<file path="src/rtl/result_serializer.sv">
// result_serializer
//   Takes the packed per-slot owner bus produced by Array_selector, snapshots it
//   on start, and streams one {slot, owner} pair per valid/ready transfer.
//   While streaming it builds a per-owner histogram of how many slots each
//   owner holds. After the last pair has been accepted it pulses done once,
//   then returns to idle.
//
// Ports
//   clk          rising-edge clock
//   rst          synchronous, active-high reset
//   start        capture results and begin a scan (only honoured when idle)
//   results      packed owners, slot i owner = results[i*BIT +: BIT]
//   out_ready    consumer accepts the current pair
//   out_valid    out_slot/out_owner carry a valid pair
//   out_slot     slot index of the current pair
//   out_owner    owner index of the current pair
//   busy         high while scanning and during the done cycle
//   done         one-cycle pulse after the last transfer
//   owner_count  packed histogram, owner j = owner_count[j*CW +: CW]
module result_serializer #(
  parameter int SIZE = 16,
  parameter int K    = 4,
  localparam int BIT = $clog2(K),
  localparam int SW  = $clog2(SIZE),
  localparam int CW  = $clog2(SIZE) + 1
) (
  input  logic              clk,
  input  logic              rst,
  input  logic              start,
  input  logic [SIZE*BIT-1:0] results,
  input  logic              out_ready,
  output logic              out_valid,
  output logic [SW-1:0]     out_slot,
  output logic [BIT-1:0]    out_owner,
  output logic              busy,
  output logic              done,
  output logic [K*CW-1:0]   owner_count
);

  typedef enum logic [1:0] {
    IDLE = 2'd0,
    RUN  = 2'd1,
    DONE = 2'd2
  } state_t;

  state_t state_q, state_d;

  logic [SW-1:0]  ptr_q;
  logic [BIT-1:0] owner_q;
  logic [BIT-1:0] snap_q  [SIZE];
  logic [BIT-1:0] resArr  [SIZE];
  logic [CW-1:0]  cnt_q   [K];

  logic transfer;
  logic lastSlot;

  // Unpack the incoming owner bus so slots can be indexed directly by the
  // slot pointer without width-juggling part selects.
  for (genvar gi = 0; gi < SIZE; gi++) begin : g_unpack
    assign resArr[gi] = results[gi*BIT +: BIT];
  end

  // Repack the histogram counters onto the flat output bus.
  for (genvar gj = 0; gj < K; gj++) begin : g_pack
    assign owner_count[gj*CW +: CW] = cnt_q[gj];
  end

  assign transfer = (state_q == RUN) && out_ready;
  assign lastSlot = (ptr_q == SW'(SIZE - 1));

  // State register.
  always_ff @(posedge clk) begin
    if (rst) begin
      state_q <= IDLE;
    end else begin
      state_q <= state_d;
    end
  end

  // Next-state logic. DONE is a single-cycle state, and start is only
  // looked at from IDLE so a mid-scan start cannot restart the stream.
  always_comb begin
    state_d = state_q;
    case (state_q)
      IDLE: if (start) state_d = RUN;
      RUN:  if (transfer && lastSlot) state_d = DONE;
      DONE: state_d = IDLE;
      default: state_d = IDLE;
    endcase
  end

  // Datapath: snapshot, slot pointer, presented owner and histogram.
  // owner_q is loaded one step ahead so out_owner comes straight from a flop.
  always_ff @(posedge clk) begin
    if (rst) begin
      ptr_q   <= '0;
      owner_q <= '0;
      for (int i = 0; i < SIZE; i++) snap_q[i] <= '0;
      for (int j = 0; j < K; j++) cnt_q[j] <= '0;
    end else begin
      case (state_q)
        IDLE: begin
          if (start) begin
            snap_q  <= resArr;
            ptr_q   <= '0;
            owner_q <= resArr[0];
            for (int j = 0; j < K; j++) cnt_q[j] <= '0;
          end
        end
        RUN: begin
          if (out_ready) begin
            cnt_q[owner_q] <= cnt_q[owner_q] + CW'(1);
            if (!lastSlot) begin
              ptr_q   <= ptr_q + SW'(1);
              owner_q <= snap_q[ptr_q + SW'(1)];
            end
          end
        end
        default: ;
      endcase
    end
  end

  // Slot/owner are forced to zero whenever no pair is being presented so
  // the outputs read as all-zero outside a scan.
  assign out_valid = (state_q == RUN);
  assign out_slot  = out_valid ? ptr_q : '0;
  assign out_owner = out_valid ? owner_q : '0;
  assign busy      = (state_q != IDLE);
  assign done      = (state_q == DONE);

endmodule

</file>
<file path="config.mk">
export PLATFORM = sky130hd
export DESIGN_NAME = result_serializer
export DESIGN_NICKNAME = d
export VERILOG_FILES = /design/src/rtl/result_serializer.sv
export SDC_FILE = /design/constraint.sdc
export NUM_CORES = 1
export LEC_CHECK = 0
export BUFFER_PORTS_ARGS = -buffer_cell sky130_fd_sc_hd__buf_4
export CAP_MARGIN = 30
export CORE_MARGIN = 5
export CORE_UTILIZATION = 35
export CTS_CLUSTER_DIAMETER = 30
export CTS_CLUSTER_SIZE = 40
export DETAILED_ROUTE_END_ITERATION = 10
export GPL_TIMING_DRIVEN = 0
export PLACE_DENSITY = 0.57
export SKIP_CTS_REPAIR_TIMING = 1
export SYNTH_ARGS = -nofsm -noshare
export SYNTH_HDL_FRONTEND = slang
export SYNTH_SLANG_ARGS = --single-unit
</file>
<file path="constraint.sdc">
create_clock -name clk -period 2.8 [get_ports clk]
set_clock_uncertainty 0.15 [all_clocks]
set_input_delay 0 -clock clk [delete_from_list [all_inputs] [get_ports clk]]
set_output_delay 0 -clock clk [all_outputs]
set_load 0.01 [all_outputs]
</file>
==> results of run 1 <==
==> Yosys cell counts (all sizes together) <==
master,instances
nand3b,1
and3,1
o221ai,2
mux2i,1
nand2b,2
a31oi,3
nand2,76
nor2,33
a21oi,38
xnor2,2
o21ai,2
o22a,1
nor3,4
nor3b,2
buf,6
clkbuf,14
a22oi,1
or2,2
nand3,8
xor2,4
or3b,1
mux4,13
ha,2
dfxtp,42
o31a,1
and2,6
edfxtp,20
or3,1
nor2b,5
o221a,1
inv,4
==> logic make-up (layout without fill, tap and decap cells) <==
family | Yosys count | after routing | synth area share [%]
AOI/OAI and AO/OA | 49 | 49 | 9.76
DFF | 62 | 62 | 49.7
adders and majority gates | 2 | 2 | 0.863
buffers and inverters | 24 | 139 | 3.58
xor gates and xnor gates | 6 | 6 | 2.59
muxes | 14 | 14 | 11.0
and+or+nand+nor | 142 | 142 | 22.5
==> tightest hold or removal path: stages <==
cell and delay, ns:
clkbuf_1 0.23, or2_4 0.20, nor2_1 0.04
==> final cells by class <==
cell class,count,area (µm²)
Multi-Input combinational cell,213,1350
Fill cell,757,4090
Clock buffer,11,151
Tap cell,105,131
Inverter,4,15.0
Buffer,20,88.8
Clock inverter,5,33.8
Sequential cell,62,1440
Timing Repair Buffer,99,833
==> flip-flops by register name, indices dropped and copies added, names as in the netlist, named ones only <==
| name | count |
|---|---|
| snap_q | 32 |
| cnt_q | 20 |
| ptr_q | 4 |
| owner_q | 2 |
| state_q | 2 |
==> metrics by stage <==
step / power [mW] / hold WS (ns)
2_1_floorplan: 1.21 / -0.0140
3_3_place_gp: 1.34 / 0.0996
3_5_place_dp: 1.34 / 0.105
4_1_cts: 2.06 / -0.266
5_1_grt: 2.19 / 0.0388
6_report: 2.07 / 0.0234
==> report_power, final <==
part           internal (mW)  switching [mW]
logic                  0.174           0.166
registers              0.983          0.0365
clock network          0.367           0.348
total                   1.52           0.550
==> layer usage <==
metal | routed length (µm) | global-route usage [%]
met1 | 2980 | 17.2
met2 | 3410 | 23.0
met3 | 465 | 3.88
met4 | 102 | 7.46
met5 | 0 | 0
==> final timing paths <==
kind	startpoint	to	slack (ns)	cells past startpoint
max	ptr_q[0]	owner_q[1]	0.42	6
min reg2reg	snap_q[15]	snap_q[15]	0.30	2
min	rst	state_q[1]	0.02	3
max reg2reg	ptr_q[0]	owner_q[1]	0.42	6
==> impl_metrics.json, run 1 <==
{
  "drive_above_1_share_pct": 26.6,
  "slowest_stage": "dfxtp_1",
  "die_y_um": 101,
  "dp_cells": 467,
  "fp.dieW_um": 101,
  "postLayoutCellArea_um2": 4050,
  "cp.required_ns": 2.86,
  "layout.nets": 447,
  "gp_congestion": 0.856,
  "path_delay_family": "multiplexers",
  "fmax_mhz": 420,
  "dpl.hpwl_um": 5170,
  "syn_nets": 337,
  "grt_pass1_wl_um": 11100,
  "worst_slack_ns": 0.420,
  "synthDominantCellAreaShare_pct": 29.0,
  "core_um2": 8130,
  "num_vias": 2423,
  "hold_path.class": "input port to flop",
  "cpPeakStageDelay_ns": 0.41,
  "drc": 0,
  "worstSetupPathType": "flop to flop",
  "utilization_pct": 49.8,
  "critPathBufInv": 1,
  "start_util_pct": 35.6,
  "fin_tns_setup_ns": 0,
  "tightest_slew_ns": 0.522,
  "avgSynthCellArea_um2": 9.69,
  "ctsLongestPathBuffers": 2,
  "htreeDepth": 3,
  "path_cells": "ha_1, clkbuf_1, mux4_1, mux2i_1, o221ai_1, o221a_1",
  "slew_headroom_pct": 65.2,
  "clk_latency_ns": 0.34,
  "viasPerCell": 4.67,
  "syn_inst": 299,
  "fin_crit_sh_pct": 85.0,
  "power-per-cell-area_nw_per_um2": 513,
  "end_kind": "flop",
  "clk_pin_slew_ns": 0.07,
  "period_minus_slack_ns": 2.38,
  "synth_area_um2": 2900,
  "numCtsBuffers": 9,
  "max_cap_violations": 0,
  "dpl_cell_area_um2": 3500,
  "track_usage_pct": 14.2,
  "clock_sinks": 62,
  "drt_iter0_markers": 95,
  "synthDistinctLibCells": 44,
  "synth_largest_area_cell": "dfxtp_1",
  "antenna_found_initial": 0,
  "die_area_um2": 10200,
  "leakagePower_nw": 1.62,
  "grt-ovfl-total": 0,
  "status": "completed",
  "grt_pass1_vias": 2361,
  "final_common_cell": "nand2_1",
  "syn2layout_area_growth_pct": 39.7,
  "ant_nets": 0,
  "grt_max_degree": 12,
  "cts_tree": "yes",
  "yosysSeqAreaShare_pct": 49.7,
  "crit_arrival_ns": 2.44,
  "cts-root-buf": "clkbuf_8",
  "drv_slew": 0,
  "drtPass1Iterations": 4,
  "hold_viol": 0,
  "setup_viol": 0,
  "mostFrequentLayoutCells": "nand2_1 (75), buf_4 (63), dfxtp_1 (42)",
  "fin_cells": 519,
  "rows": 33,
  "drt-total-wl_um": 6960,
  "critPathMaxFanout": 9,
  "yosys-top-cells-area": "dfxtp_1 (29%), edfxtp_1 (21%), nand2_1 (9.7%), mux4_2 (7.0%), a21oi_1 (6.6%)",
  "preCtsSetupSlack_ns": 0.381,
  "max-vdd-ir-drop_v": 0.000295,
  "ys_warn_count": 0,
  "rsz0062_at_grt": "false",
  "startpoint_type": "flop",
  "wire_per_inst_um": 13.4,
  "pin_count": 65,
  "num_antenna_cells": 0,
  "portBuffers": 63,
  "synth-seq-cells": 62
}
Power figures use the tool's default switching activity.
==> inputs of run 2 (changes only) <==
==> constraint.sdc (replaced) <==
create_clock -name clk -period 2.5 [get_ports clk]
set_clock_uncertainty 0.15 [all_clocks]
set_input_delay 0 -clock clk [delete_from_list [all_inputs] [get_ports clk]]
set_output_delay 0 -clock clk [all_outputs]
set_load 0.01 [all_outputs]
==> run 2 against run 1 <==
Sequential power up 12%. Combinational power is 12% higher. Via count is 0.17% lower. Total power rose by 12%. Register-to-register slack worse by 0.17 ns. Sequential share of layout area barely moved. Critical endpoint is now cnt_q[1][2]. Largest cell class unchanged. Highest routed layer unchanged.
==> impl_metrics.json, run 2 (synthesis results as in run 1) <==
{
  "status": "completed",
  "wire_per_inst_um": 13.4,
  "utilization_pct": 49.7,
  "hold_viol": 0,
  "cpPeakStageDelay_ns": 0.62,
  "startpoint_type": "flop",
  "numCtsBuffers": 9,
  "regArea_um2": 1440,
  "die_area_um2": 10200,
  "fin_tns_setup_ns": 0,
  "dpl_cell_area_um2": 3500,
  "viasPerCell": 4.67,
  "drc": 0,
  "multiInputGateArea_um2": 1350,
  "worstSetupPathType": "flop to flop",
  "leakagePower_nw": 1.62,
  "grt-ovfl-total": 0,
  "final_common_cell": "nand2_1",
  "grt_pass1_vias": 2361,
  "cts-root-buf": "clkbuf_8",
  "clk_pin_slew_ns": 0.07,
  "pin_count": 65,
  "top_register": "snap_q",
  "grt_max_degree": 12,
  "min_to": "state_q[1]",
  "crit_arrival_ns": 2.18,
  "portBuffers": 63,
  "period_minus_slack_ns": 2.25,
  "postLayoutCellArea_um2": 4040,
  "track_usage_pct": 14.2,
  "max-vdd-ir-drop_v": 0.000330,
  "drv_slew": 0,
  "num_vias": 2419,
  "fin_cells": 518,
  "path_cells": "buf_2, mux4_2, ha_1, xnor2_1, nor2_1",
  "drive_above_1_share_pct": 26.6,
  "num-fill-cells": 756,
  "dpl.hpwl_um": 5170,
  "fin_crit_sh_pct": 89.8,
  "slowest_stage": "mux4_2",
  "power-per-cell-area_nw_per_um2": 574,
  "ctsLongestPathBuffers": 2,
  "num_antenna_cells": 0,
  "grt_pass1_wl_um": 11100,
  "die_y_um": 101,
  "antenna_found_initial": 0,
  "drtPass1Iterations": 4,
  "min-delay-start": "rst",
  "start_util_pct": 35.6,
  "r2r_slack_ns": 0.25,
  "whs_ns": 0.0234,
  "ant_nets": 0,
  "core_um2": 8130,
  "rsz0062_at_grt": "false",
  "max_cap_violations": 0,
  "htreeDepth": 3,
  "reg.largest.list": "snap_q (32), cnt_q (20), ptr_q (4)",
  "end_kind": "flop",
  "clk_latency_ns": 0.34,
  "slew_headroom_pct": 66.4,
  "ff2ff_path_depth": 5,
  "fmax_mhz": 445,
  "hold_depth": 3,
  "fp.dieW_um": 101,
  "largest_reg_flops": 32,
  "gp_congestion": 0.856,
  "drt-total-wl_um": 6970,
  "critPathMaxFanout": 6,
  "cts_tree": "yes",
  "dp_cells": 467,
  "drt_iter0_markers": 136,
  "rows": 33,
  "hold_path.class": "input port to flop",
  "layout.nets": 446,
  "syn2layout_area_growth_pct": 39.6,
  "clock_sinks": 62,
  "setup_viol": 0,
  "cp.required_ns": 2.43,
  "mostFrequentLayoutCells": "nand2_1 (75), buf_4 (63), dfxtp_1 (42)",
  "r2r-end": "cnt_q[1][2]",
  "tightest_slew_ns": 0.504
}
run 2: cell count changes in the layout (fill, tap and decap cells not counted):
cell | before | now
clkbuf_1 | 14 | 13
run 2: final cells by class:
class | instances | share of cell area [%]
Clock inverter | 5 | 0.835
Buffer | 19 | 2.10
Tap cell | 105 | 3.25
Timing Repair Buffer | 99 | 20.6
Clock buffer | 11 | 3.74
Inverter | 4 | 0.371
Sequential cell | 62 | 35.6
Multi-Input combinational cell | 213 | 33.4
run 2: worst max path at each step:
| stage | start | to | slack, ns | cells past startpoint |
|---|---|---|---|---|
| 2_1_floorplan | flop | cnt_q[3][4] | 0.46 | 6 |
| 3_3_place_gp | ptr_q[0] | flop | 0.1 | 6 |
| 3_5_place_dp | ptr_q[0] | flop | 0.08 | 6 |
| 4_1_cts | ptr_q[0] | owner_q[1] | 0.06 | 6 |
| 5_1_grt | flop | cnt_q[1][2] | 0.14 | 5 |
| 6_report | flop | cnt_q[1][2] | 0.25 | 5 |
run 2: critical path: cells and delay by family (launching register included):
| family | cells | cell delay, ns |
|---|---|---|
| DFF | 1 | 0.30 |
| buffers and inverters | 1 | 0.19 |
| adders and majority gates | 1 | 0.25 |
| xor gates and xnor gates | 1 | 0.40 |
| and+or+nand+nor | 1 | 0.08 |
| muxes | 1 | 0.62 |
run 2: layer usage:
layer  GRT usage (%)  vias up  share of wire, %
li1                -     1246                 -
met1            17.2     1097                43
met2            23.0       69                49
met3            3.88        7               6.2
met4            7.46        0               1.5
met5               0        -                 0
run 2: metrics by stage:
stage	setup slack, ns	total power [mW]
after floorplan	0.464	1.36
after global placement	0.0977	1.50
after detailed placement	0.0807	1.50
after CTS	0.0580	2.30
after global routing	0.143	2.45
final	0.254	2.32
run 2: where the power goes:
group | internal, mW | leakage (nW) | switching (mW)
registers | 1.10 | 0.563 | 0.0407
logic | 0.195 | 0.966 | 0.185
clock network | 0.411 | 0.0913 | 0.389
total | 1.71 | 1.62 | 0.615
